`src/rtl/pipe_pkg.sv`:
```
// Shared widths and constants for the pipeline stage buffer.
package pipe_pkg;

  localparam int DATA_W = 32;
  localparam int CTRL_W = 10;
  localparam int CNT_W  = 16;

  // Control word of a bubble: every control line deasserted.
  localparam logic [CTRL_W-1:0] CTRL_NOP = {CTRL_W{1'b0}};

endpackage

```
`src/rtl/pipe_stage_buf_if.sv`:
```
// Upstream/downstream valid-ready bus of one pipeline stage buffer.
interface pipe_stage_buf_if #(
  parameter int DATA_W = pipe_pkg::DATA_W,
  parameter int CTRL_W = pipe_pkg::CTRL_W
) ();

  logic              in_valid;
  logic              in_ready;
  logic [DATA_W-1:0] in_data;
  logic [CTRL_W-1:0] in_ctrl;
  logic              out_valid;
  logic              out_ready;
  logic [DATA_W-1:0] out_data;
  logic [CTRL_W-1:0] out_ctrl;

  modport master (
    output in_valid, in_data, in_ctrl, out_ready,
    input  in_ready, out_valid, out_data, out_ctrl
  );

  modport slave (
    input  in_valid, in_data, in_ctrl, out_ready,
    output in_ready, out_valid, out_data, out_ctrl
  );

endinterface

```
`src/rtl/pipe_stage_buf_sat_cnt.sv`:
```
// Saturating up-counter: counts enabled cycles and sticks at all-ones.
module pipe_sat_cnt #(
  parameter int CNT_W = pipe_pkg::CNT_W
) (
  input  logic             clk,
  input  logic             rst,
  input  logic             i_inc,
  output logic [CNT_W-1:0] o_cnt
);

  logic [CNT_W-1:0] r_cnt;
  logic             w_sat;

  assign w_sat = &r_cnt;
  assign o_cnt = r_cnt;

  always_ff @(posedge clk or posedge rst) begin
    if (rst) begin
      r_cnt <= {CNT_W{1'b0}};
    end else if (i_inc && !w_sat) begin
      r_cnt <= r_cnt + {{(CNT_W-1){1'b0}}, 1'b1};
    end
  end

endmodule

```
`src/rtl/pipe_stage_buf.sv`:
```
// Registered pipeline stage buffer with flush, bubble insertion and stall counter.
// Define PIPE_SKID_EN for a one-entry skid register and a fully registered in_ready.
module pipe_stage_buf #(
  parameter int DATA_W = pipe_pkg::DATA_W,
  parameter int CTRL_W = pipe_pkg::CTRL_W,
  parameter int CNT_W  = pipe_pkg::CNT_W
) (
  input  logic              clk,
  input  logic              rst,
  input  logic              flush,
  pipe_stage_buf_if.slave   bus,
  output logic [CNT_W-1:0]  stall_cnt
);
  import pipe_pkg::*;

  logic              r_out_valid;
  logic [DATA_W-1:0] r_out_data;
  logic [CTRL_W-1:0] r_out_ctrl;
  logic              w_stall;
  logic              w_main_free;

  assign bus.out_valid = r_out_valid;
  assign bus.out_data  = r_out_data;
  assign bus.out_ctrl  = r_out_ctrl;
  assign w_stall       = r_out_valid && !bus.out_ready;
  assign w_main_free   = !r_out_valid || bus.out_ready;

`ifdef PIPE_SKID_EN
  logic              r_skid_valid;
  logic [DATA_W-1:0] r_skid_data;
  logic [CTRL_W-1:0] r_skid_ctrl;

  assign bus.in_ready = !r_skid_valid;

  // The skid entry refills the main register ahead of new input, keeping order.
  always_ff @(posedge clk or posedge rst) begin
    if (rst) begin
      r_out_valid  <= 1'b0;
      r_out_data   <= {DATA_W{1'b0}};
      r_out_ctrl   <= CTRL_W'(CTRL_NOP);
      r_skid_valid <= 1'b0;
      r_skid_data  <= {DATA_W{1'b0}};
      r_skid_ctrl  <= CTRL_W'(CTRL_NOP);
    end else if (flush) begin
      r_out_valid  <= 1'b0;
      r_out_ctrl   <= CTRL_W'(CTRL_NOP);
      r_skid_valid <= 1'b0;
    end else if (w_main_free) begin
      if (r_skid_valid) begin
        r_out_valid  <= 1'b1;
        r_out_data   <= r_skid_data;
        r_out_ctrl   <= r_skid_ctrl;
        r_skid_valid <= 1'b0;
      end else if (bus.in_valid) begin
        r_out_valid <= 1'b1;
        r_out_data  <= bus.in_data;
        r_out_ctrl  <= bus.in_ctrl;
      end else begin
        r_out_valid <= 1'b0;
        r_out_ctrl  <= CTRL_W'(CTRL_NOP);
      end
    end else if (bus.in_valid && !r_skid_valid) begin
      r_skid_valid <= 1'b1;
      r_skid_data  <= bus.in_data;
      r_skid_ctrl  <= bus.in_ctrl;
    end
  end
`else
  logic w_load;

  assign bus.in_ready = w_main_free;
  assign w_load       = bus.in_valid && w_main_free;

  // Single holding register; a drained stage without new input becomes a bubble.
  always_ff @(posedge clk or posedge rst) begin
    if (rst) begin
      r_out_valid <= 1'b0;
      r_out_data  <= {DATA_W{1'b0}};
      r_out_ctrl  <= CTRL_W'(CTRL_NOP);
    end else if (flush) begin
      r_out_valid <= 1'b0;
      r_out_ctrl  <= CTRL_W'(CTRL_NOP);
    end else if (w_load) begin
      r_out_valid <= 1'b1;
      r_out_data  <= bus.in_data;
      r_out_ctrl  <= bus.in_ctrl;
    end else if (bus.out_ready) begin
      r_out_valid <= 1'b0;
      r_out_ctrl  <= CTRL_W'(CTRL_NOP);
    end
  end
`endif

  pipe_sat_cnt #(.CNT_W(CNT_W)) u_stall_cnt (
    .clk   (clk),
    .rst   (rst),
    .i_inc (w_stall),
    .o_cnt (stall_cnt)
  );

endmodule

```
`src/flat_wrapper.sv`:
```
// flat-port wrapper written by rule: the top's interface ports become plain ports
module pipe_stage_buf_flat import pipe_pkg::*;
#(
  parameter int DATA_W = pipe_pkg::DATA_W,
  parameter int CTRL_W = pipe_pkg::CTRL_W,
  parameter int CNT_W  = pipe_pkg::CNT_W
)
  (clk, rst, flush, stall_cnt, bus_in_valid, bus_in_data, bus_in_ctrl, bus_out_ready, bus_in_ready, bus_out_valid, bus_out_data, bus_out_ctrl);
  pipe_stage_buf_if #(.DATA_W(DATA_W), .CTRL_W(CTRL_W)) bus_i ();
  input  logic clk;
  input  logic rst;
  input  logic flush;
  output logic [CNT_W-1:0] stall_cnt;
  input wire logic [$bits(bus_i.in_valid)-1:0] bus_in_valid;
  input wire logic [$bits(bus_i.in_data)-1:0] bus_in_data;
  input wire logic [$bits(bus_i.in_ctrl)-1:0] bus_in_ctrl;
  input wire logic [$bits(bus_i.out_ready)-1:0] bus_out_ready;
  output wire logic [$bits(bus_i.in_ready)-1:0] bus_in_ready;
  output wire logic [$bits(bus_i.out_valid)-1:0] bus_out_valid;
  output wire logic [$bits(bus_i.out_data)-1:0] bus_out_data;
  output wire logic [$bits(bus_i.out_ctrl)-1:0] bus_out_ctrl;
  assign bus_i.in_valid = bus_in_valid;
  assign bus_i.in_data = bus_in_data;
  assign bus_i.in_ctrl = bus_in_ctrl;
  assign bus_i.out_ready = bus_out_ready;
  assign bus_in_ready = bus_i.in_ready;
  assign bus_out_valid = bus_i.out_valid;
  assign bus_out_data = bus_i.out_data;
  assign bus_out_ctrl = bus_i.out_ctrl;
  pipe_stage_buf #(.DATA_W(DATA_W), .CTRL_W(CTRL_W), .CNT_W(CNT_W)) u_core (.clk(clk), .rst(rst), .flush(flush), .bus(bus_i), .stall_cnt(stall_cnt));
endmodule
```
`config.mk`:
```
export PLATFORM = sky130hd
export DESIGN_NAME = pipe_stage_buf_flat
export DESIGN_NICKNAME = d
export VERILOG_FILES = /design/src/rtl/pipe_pkg.sv /design/src/rtl/pipe_stage_buf_if.sv /design/src/rtl/pipe_stage_buf_sat_cnt.sv /design/src/rtl/pipe_stage_buf.sv /design/src/flat_wrapper.sv
export SDC_FILE = /design/constraint.sdc
export NUM_CORES = 1
export LEC_CHECK = 0
export CAP_MARGIN = 20
export CORE_MARGIN = 2
export CORE_UTILIZATION = 35
export DETAILED_ROUTE_END_ITERATION = 16
export PLACE_DENSITY = 0.75
export SETUP_SLACK_MARGIN = 0.02
export SLEW_MARGIN = 10
export SYNTH_ARGS = -nofsm -noshare
export SYNTH_HDL_FRONTEND = slang
export SYNTH_SLANG_ARGS = --single-unit
```
`constraint.sdc`:
```
create_clock -name clk -period 6 [get_ports clk]
set_input_delay 1.5 -clock clk [delete_from_list [all_inputs] [get_ports clk]]
set_output_delay 1.5 -clock clk [all_outputs]
set_load 0.02 [all_outputs]
```
==> run summary, run 1 <==
Initial antenna violation count = 0
Iteration-0 DRC Markers = 33
Total core area = 6680 um^2
Compound-Gate Fraction of Synth Area = 4.72%
Slew HR = 51.7%
CTS Buffer Depth = 2
Post-CTS sizing = 0
Max_cap viols = 0
Gr usage total = 14.8%
Ys flop type = dfrtp_1
WL/cell = 14.7 um
Vias/cell = 4.84
# H-tree levels = 3
Final Max Slew Viols = 0
Vias in the first global route = 1773
EDFF count, synth = 0
Clock Sinks = 59
Final period util = 75.0%
Outcome = completed
Yosys cell types = 30
Fraction of layout cells with a size suffix above 1 = 19.6%
Simple-gate share of the synthesized area = 10.7%
Largest family of logic cells by synthesized area = multiplexers
CTS tree = built
Die ar. = 7490 um^2
Clock Skew = 6.10 ps
Cell Pwr Density = 316 nW/um^2
Largest vdd supply drop = 0.195 mV
Hold_sp = u_core.bus.out_ctrl[0]$_DFFE_PP0P_
Std cell rows = 30
Min Tclk post-route = 4500 ps
Post-synthesis xor/xnor area fraction = 4.77%
Synthesized area = 2380 um^2
GRT overflow = 0
Critical path type = primary input to primary output
TritonRoute pass-1 iters = 4
Worst-path fanout max = 4
Num ports = 107
Leakage Power = 1.60 nW
Diodes inserted = 0
CP arrival = 3000 ps
Synthesized netlist cell count = 166
Post-synthesis mux area share = 15.7%
Largest net degree at the start of global routing = 60
GP Congestion = 0.775
Latest clock arrival within the worst-skew pair = 320 ps
Die height = 86.5 um
Largest cells by area after synthesis = dfrtp_1 62%, mux2_2 15%, a22o_1 3.7%
Final core area utilization = 56.0%
RSZ-0062 raised after global routing = no
Worst Setup SP = bus_out_ready
Internal = 0.848 mW
Area Overhead vs Synth = 56.9%
Starting density of the core = 35.7%
Worst r2r src = u_core.bus.out_valid$_DFFE_PP0P_
Ys Warns = 0
Synth area leader = dfrtp_1
Final hold vios = 0
Worst slew pin tran = 724 ps
Seq/Total Area, Yosys = 61.9%
Clock-pin slew on the worst setup and hold paths = 60 ps
Mapped Avg Cell Area = 14.4 um^2
First-pass GRT wire length = 8540 um
Residual DRC count = 0
Die width = 86.5 um
Hold-fix buffers, CTS = 0
Highest clock rate = 222 MHz
Post-Route WL = 5380 um
Setup violators final = 0
Logic pwr share = 27.3%
Post-synth net total = 214
Clock share of power = 29.9%
CP required = 4500 ps
Sw Pwr = 0.335 mW
Seq pwr share = 42.8%
TritonCTS Buffers = 9
Fill cells = 561
Setup TNS = 0 ps
Startpoint Class = primary input
Antenna Nets Post-Route = 0
Switching share of power = 28.3%
Asr flop ratio synth = 100%
# port buffers = 106
Adder-Cell Fraction of Synth Area = 0.525%
Via Count = 1766
Hold WC Path Type = register to register
CTS root buf = clkbuf_8
Synth top area share = 61.9%
Crit. End Element = primary output
Fin nets = 329
Post-CTS setup repair buffer count = 0
#FFs+latches synth = 59
DPL Wire Length = 3810 um
-- cells in the final DEF, fill, tap and decap left out, types with 2 or more instances in the layout --
cell type	n
nor3_1	5
clkbuf_1	2
clkbuf_8	11
nand3b_1	2
nor4_1	2
xnor2_1	5
dfrtp_1	59
mux2_2	32
nand3_1	8
xor2_1	8
inv_1	4
nor2_1	6
clkdlybuf4s50_1	106
buf_4	2
a22o_1	10
nand4_1	3
-- power by group through the flow --
stage / combinational [mW] / sequential [mW] / clock (mW)
detailed placement: 0.326 / 0.511 / 0
floorplan: 0.0804 / 0.581 / 0
CTS: 0.327 / 0.505 / 0.366
global placement: 0.322 / 0.510 / 0
global route: 0.345 / 0.513 / 0.387
finish: 0.323 / 0.506 / 0.353
-- stage by stage --
step,setup slack [ps],total power [mW],instance area [um^2],cells,hold WS [ps]
floorplan,2610,0.661,2380,166,611
global placement,1570,0.832,3550,350,485
detailed placement,1520,0.837,3550,350,481
CTS,1500,1.20,3740,365,505
global route,1420,1.24,3740,365,516
finish,1500,1.18,3740,365,499
-- layout make-up --
type / instances / area (um^2) / area share [%]
Clock buffer: 13 / 159 / 4.25
Clock inverter: 2 / 35.0 / 0.936
Inverter: 5 / 18.8 / 0.502
Multi-Input combinational cell: 98 / 876 / 23.4
Sequential cell: 59 / 1480 / 39.5
Tap cell: 80 / 100 / 2.68
Timing Repair Buffer: 108 / 1080 / 28.8
-- Yosys cell counts (all sizes together), types with 2 or more instances --
library cell and instances:
dfrtp 59, mux2 33, a22o 10, nand3 8, xor2 8, nor2 7, inv 5, nand4 5
nor3 5, xnor2 5, buf 4, nor4 3, nand3b 2, nor3b 2
-- final timing paths --
path / to / slack, ps / depth (start not counted)
max in group asynchronous: u_core.bus.out_ctrl[1]$_DFFE_PP0P_ / 3800 / 3
min reg2reg: u_core.bus.out_ctrl[0]$_DFFE_PP0P_ / 500 / 1
min in group asynchronous: u_core.bus.out_data[24]$_DFFE_PP0P_ / 1730 / 3
max: bus_in_ready / 1500 / 4
max reg2reg: u_core.bus.out_data[6]$_DFFE_PP0P_ / 3930 / 4
min: u_core.bus.out_ctrl[0]$_DFFE_PP0P_ / 500 / 1
-- layer usage --
layer	wire (um)	share of wire [%]	GRT usage, %	vias up
met5	0	0	0	-
met4	78	1.5	6.82	0
met3	295	5.5	3.71	8
met2	2630	49	24.5	58
met1	2380	44	18.3	877
li1	-	-	-	823
-- flip-flops by register name, summed over array words and instances (netlist names) --
name,cells
u_core.u_stall_cnt.o_cnt,16
u_core.bus.out_data,32
u_core.bus.out_ctrl,10
u_core.bus.out_valid,1
-- cell families (layout without fill, tap and decap cells) --
group           after synthesis  after routing
flops                        59             59
simple gates                 38             38
mux                          33             33
compound gates               13             13
xor+xnor                     13             13
buf+inv                       9            128
fa+ha+maj                     1              1
-- critical path: stages --
cell,delay [ps]
clkdlybuf4s50_1,460
nor2b_1,360
inv_1,120
clkdlybuf4s50_1,560
(Power assumes the default switching activity.)
==> inputs of run 2 (changes only) <==
- PLACE_DENSITY: 0.75 -> 0.78
- clock period: 6 -> 3.9 ns (I/O delays scaled with it)
==> run 2 against run 1 <==
Effect of this change: total power up 54%; clock power increased by 54%; final area grew 0.33%; clock skew rose by 1.9 ps; register-to-register slack got worse by 1900 ps; routed wire length fell by 2.2%; sequential power grew 54%; critical path type unchanged; critical endpoint unchanged.
==> run summary, run 2 (synthesis gave the netlist of run 1 again) <==
Critical path type = primary input to primary output
Post-CTS sizing = 0 (unchanged)
Hold endpoint = u_core.bus.out_ctrl[2]$_DFFE_PP0P_
Die width = 86.5 um (unchanged)
Worst slew pin tran = 730 ps (+5.91 ps)
CP required = 2920 ps (-1580 ps)
GRT overflow = 0 (unchanged)
Num ports = 107 (unchanged)
Outcome = completed
Final period util = 88.3%
CP Cell Sequence = clkdlybuf4s50_1 -> nor2b_1 -> inv_1 -> clkdlybuf4s50_1
Vias/cell = 4.77 (-1.4%)
Commonest non-fill, non-tap cell in the layout = clkdlybuf4s50_1
Startpoint Class = primary input
Leakage Power = 1.60 nW (+0.22%)
Final hold vios = 0 (unchanged)
Clock Skew = 7.98 ps (+1.88 ps)
Fill cells = 560 (-0.18%)
Clock Sinks = 59 (unchanged)
# H-tree levels = 3 (unchanged)
Final Max Slew Viols = 0 (unchanged)
CP max-delay cell = clkdlybuf4s50_1
DP Worst Slack = 480 ps (-1040 ps)
Vias in the first global route = 1839 (+3.7%)
Gr usage total = 14.9% (+0.028 points)
Reg2reg path depth = 5 (+1)
Max_cap viols = 0 (unchanged)
Family with the most delay on the worst path = buffers and inverters
Cell repeated most along the worst path = clkdlybuf4s50_1
Reg2Reg Setup Slack = 2040 ps (-1890 ps)
Clock-pin slew on the worst setup and hold paths = 60 ps (about the same)
First-pass GRT wire length = 8490 um (-0.64%)
CP arrival = 2470 ps (-530 ps)
RSZ-0062 raised after global routing = no
Post-CTS setup repair buffer count = 0 (unchanged)
Hold-fix buffers, CTS = 0 (unchanged)
DPL Wire Length = 3800 um (-0.26%)
Crit. End Element = primary output
Total core area = 6680 um^2 (unchanged)
Worst-path fanout max = 4 (unchanged)
Fin area = 3750 um^2 (+0.33%)
Setup violators final = 0 (unchanged)
Hold_sp = u_core.bus.out_ctrl[2]$_DFFE_PP0P_
Latest clock arrival within the worst-skew pair = 320 ps (about the same)
Diodes inserted = 0 (unchanged)
Initial antenna violation count = 0 (unchanged)
R2R Path End = u_core.u_stall_cnt.o_cnt[11]$_DFFE_PP0P_
Worst r2r src = u_core.u_stall_cnt.o_cnt[0]$_DFFE_PP0P_
CTS root buf = clkbuf_8
Fin nets = 329 (unchanged)
Max reg flops = 32 (unchanged)
Fraction of layout cells with a size suffix above 1 = 19.6% (unchanged)
WL/cell = 14.4 um (-2.2%)
Antenna Nets Post-Route = 0 (unchanged)
Largest net degree at the start of global routing = 60 (unchanged)
Setup TNS = 0 ps (unchanged)
Min Tclk post-route = 3440 ps
PnR worst setup slack = 457 ps (-1040 ps)
Starting density of the core = 35.7% (unchanged)
Multi-input logic area = 876 um^2 (unchanged)
Fin Hold WS = 502 ps (+2.22 ps)
Hold Path Cell Cnt = 1 (unchanged)
Commonest cells after routing, fill and taps aside = 106 x clkdlybuf4s50_1, 59 x dfrtp_1, 32 x mux2_2
Hold WC Path Type = register to register
Residual DRC count = 0 (unchanged)
TritonRoute pass-1 iters = 4 (unchanged)
TritonCTS Buffers = 9 (unchanged)
GP Congestion = 0.773 (-0.32%)
Placed cell area = 3560 um^2 (+0.35%)
CTS Buffer Depth = 2 (unchanged)
# port buffers = 106 (unchanged)
Iteration-0 DRC Markers = 43 (+30%)
Register area = 1480 um^2 (unchanged)
Std cell rows = 30 (unchanged)
Highest clock rate = 290 MHz
Slew HR = 51.3% (-0.39 points)
Via Count = 1742 (-1.4%)
Number of buffers and inverters on the critical path = 3 (unchanged)
Post-Route WL = 5260 um (-2.2%)
Area Overhead vs Synth = 57.4%
Cell Pwr Density = 485 nW/um^2 (+53%)
CTS tree = built
Die ar. = 7490 um^2 (unchanged)
CP max stage delay = 560 ps (about the same)
Die height = 86.5 um (unchanged)
Largest vdd supply drop = 0.290 mV (+48%)
run 2: cell counts in the layout (fill, tap and decap cells not counted):
Identical to the previous run, type by type.
run 2: area by class of cell:
type / count / share of cell area, %
multi-input cells: 98 / 23.3
repair buffers: 108 / 29.0
clock inverters: 2 / 0.933
inverters: 5 / 0.500
flip-flops and latches: 59 / 39.3
clock buffers: 13 / 4.23
well taps: 80 / 2.67
run 2: per-layer routing:
| metal | vias to the layer above | GRT usage, % | wire [um] |
|---|---|---|---|
| li1 | 827 | - | - |
| met1 | 843 | 17.5 | 2280 |
| met2 | 66 | 25.5 | 2590 |
| met3 | 6 | 4.57 | 339 |
| met4 | 0 | 5.54 | 48 |
| met5 | - | 0 | 0 |
run 2: through the flow:
stage / total power [mW] / util, % / cells
finish: 1.82 / 56.2 / 365
global placement: 1.28 / 53.3 / 350
floorplan: 1.02 / - / 166
detailed placement: 1.29 / 53.3 / 350
CTS: 1.84 / 56.2 / 365
global route: 1.91 / 56.2 / 365
run 2: worst max path at each step:
stage	from	endpoint	depth (start not counted)
2_1_floorplan	rst	u_core.bus.out_ctrl[0]$_DFFE_PP0P_	1
3_3_place_gp	bus_out_ready	bus_in_ready	4
3_5_place_dp	bus_out_ready	bus_in_ready	4
4_1_cts	bus_out_ready	bus_in_ready	4
5_1_grt	bus_out_ready	bus_in_ready	4
6_report	bus_out_ready	bus_in_ready	4
run 2: power by group:
part	internal, mW	leakage, nW	switching, mW
Clock	0.326	0.0995	0.217
Sequential	0.704	0.729	0.0736
Combinational	0.276	0.771	0.224
Total	1.31	1.60	0.515
==> inputs of run 3 (changes only) <==
- CORE_ASPECT_RATIO: unset -> 1.4
- RECOVER_POWER: unset -> 25
==> run 3 against run 2 <==
Effect of this change: clock skew fell by 4.2 ps; die area rose by 0.13%; maximum frequency rose by 2.5%; flip-flop and latch count did not move; worst hold slack improved by 2.0 ps; global-route usage rose by 0.61 points; clock-buffer cell count fell by 1; routed wire length rose by 5.9%; critical path depth did not move; total power rose by 8.8%.
==> run summary, run 3 (synthesis gave the netlist of run 1 again) <==
Area Overhead vs Synth = 60.9%
Iteration-0 DRC Markers = 36 (-16%)
DP Worst Slack = 644 ps (+164 ps)
Vias/cell = 4.65 (-2.5%)
Switching share of power = 26.6% (-1.7 points)
Num ports = 107 (unchanged)
GRT overflow = 0 (unchanged)
Hold-fix buffers, CTS = 0 (unchanged)
Hold Path Cell Cnt = 1 (unchanged)
Initial antenna violation count = 0 (unchanged)
Largest vdd supply drop = 0.292 mV (+0.83%)
Setup violators final = 0 (unchanged)
WL/cell = 14.6 um (+1.4%)
Max reg flops = 32 (unchanged)
Post-Route WL = 5570 um (+5.9%)
Worst slew pin tran = 1120 ps (+395 ps)
Reg2reg path depth = 5 (unchanged)
Commonest non-fill, non-tap cell in the layout = clkdlybuf4s50_1
Worst-path fanout max = 4 (unchanged)
Crit. End Element = primary output
CP Cell Sequence = dlygate4sd3_1 -> nor2b_1 -> inv_1 -> clkdlybuf4s50_1
Final cell count without fillers = 381 (+4.4%)
Startpoint Class = primary input
Final period util = 86.1% (-2.1 points)
Clock share of power = 35.6% (+5.8 points)
CP max stage delay = 600 ps (+40 ps)
CP max-delay cell = dlygate4sd3_1
CTS root buf = clkbuf_8
Starting density of the core = 36.1% (+0.37 points)
Seq pwr share = 39.3% (-3.4 points)
RSZ-0062 raised after global routing = no
Slew HR = 25.0% (-26 points)
DP Cell Count = 365 (+4.3%)
# port buffers = 106 (unchanged)
Std cell rows = 35 (+17%)
Die ar. = 7500 um^2 (+0.13%)
PnR worst setup slack = 541 ps (+83.1 ps)
Fin nets = 332 (+0.91%)
Cell Pwr Density = 516 nW/um^2 (+6.4%)
First-pass GRT wire length = 8600 um (+1.4%)
Final hold vios = 0 (unchanged)
GP Congestion = 0.713 (-7.7%)
Clock Sinks = 59 (unchanged)
Leakage Power = 1.64 nW (+2.5%)
Clock Skew = 3.73 ps (-4.25 ps)
Hold WC Path Type = register to register
Largest net degree at the start of global routing = 30 (-50%)
CP required = 2920 ps (about the same)
Sw Pwr = 0.526 mW (+2.2%)
Critical path type = primary input to primary output
Fin area = 3840 um^2 (+2.2%)
Commonest cells after routing, fill and taps aside = 104 x clkdlybuf4s50_1, 59 x dfrtp_1, 32 x mux2_2
TritonRoute pass-1 iters = 4 (unchanged)
Highest clock rate = 298 MHz (+2.5%)
Total core area = 6610 um^2 (-1.0%)
Diodes inserted = 0 (unchanged)
Max_cap viols = 0 (unchanged)
Fraction of layout cells with a size suffix above 1 = 20.4% (+0.77 points)
CP arrival = 2380 ps (-90 ps)
Post-CTS setup repair buffer count = 0 (unchanged)
Post-CTS sizing = 0 (unchanged)
Final Max Slew Viols = 0 (unchanged)
CTS tree = built
DPL Wire Length = 4130 um (+8.6%)
Setup TNS = 0 ps (unchanged)
Placed cell area = 3580 um^2 (+0.70%)
Vias in the first global route = 1775 (-3.5%)
Die width = 73.8 um (-15%)
Die height = 102 um (+17%)
Via Count = 1772 (+1.7%)
Internal = 1.45 mW (+11%)
Outcome = completed
Latest clock arrival within the worst-skew pair = 330 ps (about the same)
Residual DRC count = 0 (unchanged)
CTS Buffer Depth = 2 (unchanged)
TritonCTS Buffers = 9 (unchanged)
# H-tree levels = 3 (unchanged)
Gr usage total = 15.5% (+0.61 points)
Clock-pin slew on the worst setup and hold paths = 70 ps (about the same)
Antenna Nets Post-Route = 0 (unchanged)
Logic pwr share = 25.1% (-2.3 points)
Min Tclk post-route = 3360 ps (-83.1 ps)
[run 3: cell types whose count changed in the layout (fill, tap and decap cells not counted)]
cell,before,now
buf_12,1,0
clkbuf_8,11,12
buf_4,1,3
clkdlybuf4s50_1,106,104
dlygate4sd3_1,0,2
inv_2,1,0
inv_1,4,5
bufinv_16,1,3
[run 3: metrics by stage]
step	power (mW)	util [%]	hold slack, ps
floorplan	1.02	-	611
detailed placement	1.29	54.2	484
CTS	2.01	58.1	505
finish	1.98	58.0	504
global route	2.07	58.0	519
global placement	1.28	54.2	483
[run 3: final cells by class]
class,count,area (um^2)
clock inverters,4,95.1
multi-input cells,98,876
well taps,92,115
fillers,561,2780
flip-flops and latches,59,1480
inverters,5,18.8
clock buffers,12,165
repair buffers,111,1090
[run 3: per-layer routing]
| metal | up-vias | global-route usage [%] | share of wire (%) |
|---|---|---|---|
| li1 | 835 | - | - |
| met1 | 862 | 18.3 | 41 |
| met2 | 68 | 25.3 | 51 |
| met3 | 7 | 5.87 | 5.9 |
| met4 | 0 | 5.87 | 1.5 |
| met5 | - | 0 | 0 |
[run 3: final timing paths]
path	startpoint	endpoint	slack, ps
min in group asynchronous	rst	u_core.bus.out_data[2]$_DFFE_PP0P_	1230
hold reg to reg	u_core.bus.out_ctrl[6]$_DFFE_PP0P_	u_core.bus.out_ctrl[6]$_DFFE_PP0P_	500
max in group asynchronous	rst	u_core.bus.out_data[24]$_DFFE_PP0P_	1170
setup reg to reg	u_core.u_stall_cnt.o_cnt[0]$_DFFE_PP0P_	u_core.u_stall_cnt.o_cnt[9]$_DFFE_PP0P_	2030
setup / recovery	bus_out_ready	bus_in_ready	540
hold / removal	u_core.bus.out_ctrl[6]$_DFFE_PP0P_	u_core.bus.out_ctrl[6]$_DFFE_PP0P_	500
[run 3: power by group through the flow]
stage	Clock [mW]	Combinational (mW)	Sequential, mW
after floorplan	0	0.124	0.893
after global placement	0	0.497	0.785
after detailed placement	0	0.502	0.790
after CTS	0.727	0.505	0.780
after global routing	0.755	0.527	0.791
final	0.706	0.496	0.778
[run 3: critical path, delay by kind of cell]
| kind | cells | cell delay, ps |
|---|---|---|
| AND/OR/NAND/NOR | 1 | 180 |
| buffers and inverters | 3 | 1220 |
==> RTL edit (config.mk and constraints of run 3) <==
Change the package constant `CTRL_W` from 10 to 12.
--- a/src/rtl/pipe_pkg.sv
+++ b/src/rtl/pipe_pkg.sv
@@ -2,7 +2,7 @@
 package pipe_pkg;
 
   localparam int DATA_W = 32;
-  localparam int CTRL_W = 10;
+  localparam int CTRL_W = 12;
   localparam int CNT_W  = 16;
 
   // Control word of a bubble: every control line deasserted.
Ports: changed (resized bus_in_ctrl and bus_out_ctrl); port bits go from 107 to 111. The function was not compared with the original's and may differ.
==> RTL edit against run 3 <==
Sequential power increased by 1%. Sequential share of layout area increased by 0.33 points. Non-clock buffer count increased by 4. Setup slack got worse by 36 ps. Final area increased by 2.5%. Sequential cell count increased by 2. Power decreased by 4.3%. Area after synthesis increased by 3.4%. Wire length increased by 0.34%. Highest routed layer unchanged.
==> RTL edit: results (changes against run 3) <==
Crit path arrival time: 2420 ps (+40 ps)
Critical Path Fanout Max: 5 (+1)
Non-clock buffer share: 29.2% (+0.73 points)
top post-synthesis cells by area: dfrtp_1 (62%), mux2_1 (16%), a22o_1 (4.3%)
placed cells: 378 (+3.6%)
Vias/cell: 4.66 (+0.16%)
GRT met3 Usage: 4.75% (-1.1 points)
met1 usage in global routing: 16.7% (-1.6 points)
Post-DP HPWL: 4060 um (-1.7%)
Hold Slack: 484 ps (-19.7 ps)
pre-CTS setup slack: 517 ps (-127 ps)
Multi-In Gates: 104 (+6.1%)
Buffers on Ports: 110 (+3.8%)
ClkCell Share: 5.73% (-1.1 points)
R2R Path End: u_core.u_stall_cnt.o_cnt[1]
slew margin rel.: 63.2% (+38 points)
Synth top cells by count: dfrtp_1 (61), mux2_1 (34), a22o_1 (12)
Worst Hold End: u_core.bus.out_data[26]
Final Net Count: 345 (+3.9%)
WL met1: 2170 um (-5.4%)
fraction of area in multi-input gates: 22.9% (+0.077 points)
R2R setup slack: 1970 ps (-60 ps)
first-pass GRT wire length: 8450 um (-1.8%)
Synth cell types: 29 (-3.3%)
met3 routed WL: 371 um (+13%)
final worst slack: 504 ps (-36.2 ps)
routability-driven placement congestion ratio: 0.776 (+8.8%)
routed wire length: 5590 um (+0.34%)
asr flop ratio synth: 100% (unchanged)
final cell count without fillers: 395 (+3.7%)
VDD IR max: 0.282 mV (-3.6%)
Leakage Power: 1.69 nW (+3.4%)
gr usage total: 14.8% (-0.68 points)
# Taps: 95 (+3.3%)
slowest cell delay on critical path: 550 ps (-50 ps)
clk_skew: 6.52 ps (+2.79 ps)
share of layout cells above drive strength 1: 8.67% (-12 points)
Seq/Total Area, Yosys: 61.9% (about the same)
Syn Area/Cell: 14.2 um2 (-1.4%)
design area: 3930 um2 (+2.5%)
Non-clk invs: 4 (-1)
met2 usage: 24.4% (-0.92 points)
storage element area: 1530 um2 (+3.4%)
cell at the slowest stage of the critical path: clkdlybuf4s50_1
status: finished clean
Placed Area: 3690 um2 (+3.0%)
starting DRC count in detailed routing: 27 (-25%)
Worst setup startpoint: bus_out_ready
hold path startpoint: u_core.bus.out_data[26]
largest net degree at the start of global routing: 48 (+60%)
vias in the first global route: 1781 (+0.34%)
fillers: 576 (+2.7%)
number of non-clock buffers: 115 (+3.6%)
clock slew at reported path FFs: 60 ps
syn_nets: 224 (+4.7%)
-- RTL edit: cell types whose count changed after synthesis, moves of 2 or more --
cell,before,now
mux2_1,0,34
mux2_2,32,0
nand2_1,1,5
nor2_1,6,9
a22o_1,10,12
clkbuf_1,0,2
dfrtp_1,59,61
mux2i_1,0,2
nand3_1,8,6
nand3b_1,2,0
or4_4,0,2
-- RTL edit: cells by family after synthesis --
kind of cell	after synthesis	share of synthesized area, %
flops	61	61.9
simple gates	39	9.80
mux	36	16.3
compound gates	16	5.63
xor+xnor	12	4.26
buf+inv	9	1.52
fa+ha+maj	1	0.508
-- RTL edit: power breakdown --
| part | switching [W] | internal (W) | total (W) |
|---|---|---|---|
| sequential | 0.0000641 | 0.000723 | 0.000787 |
| combinational | 0.000221 | 0.000260 | 0.000480 |
| clock | 0.000234 | 0.000393 | 0.000627 |
| total | 0.000519 | 0.00138 | 0.00189 |
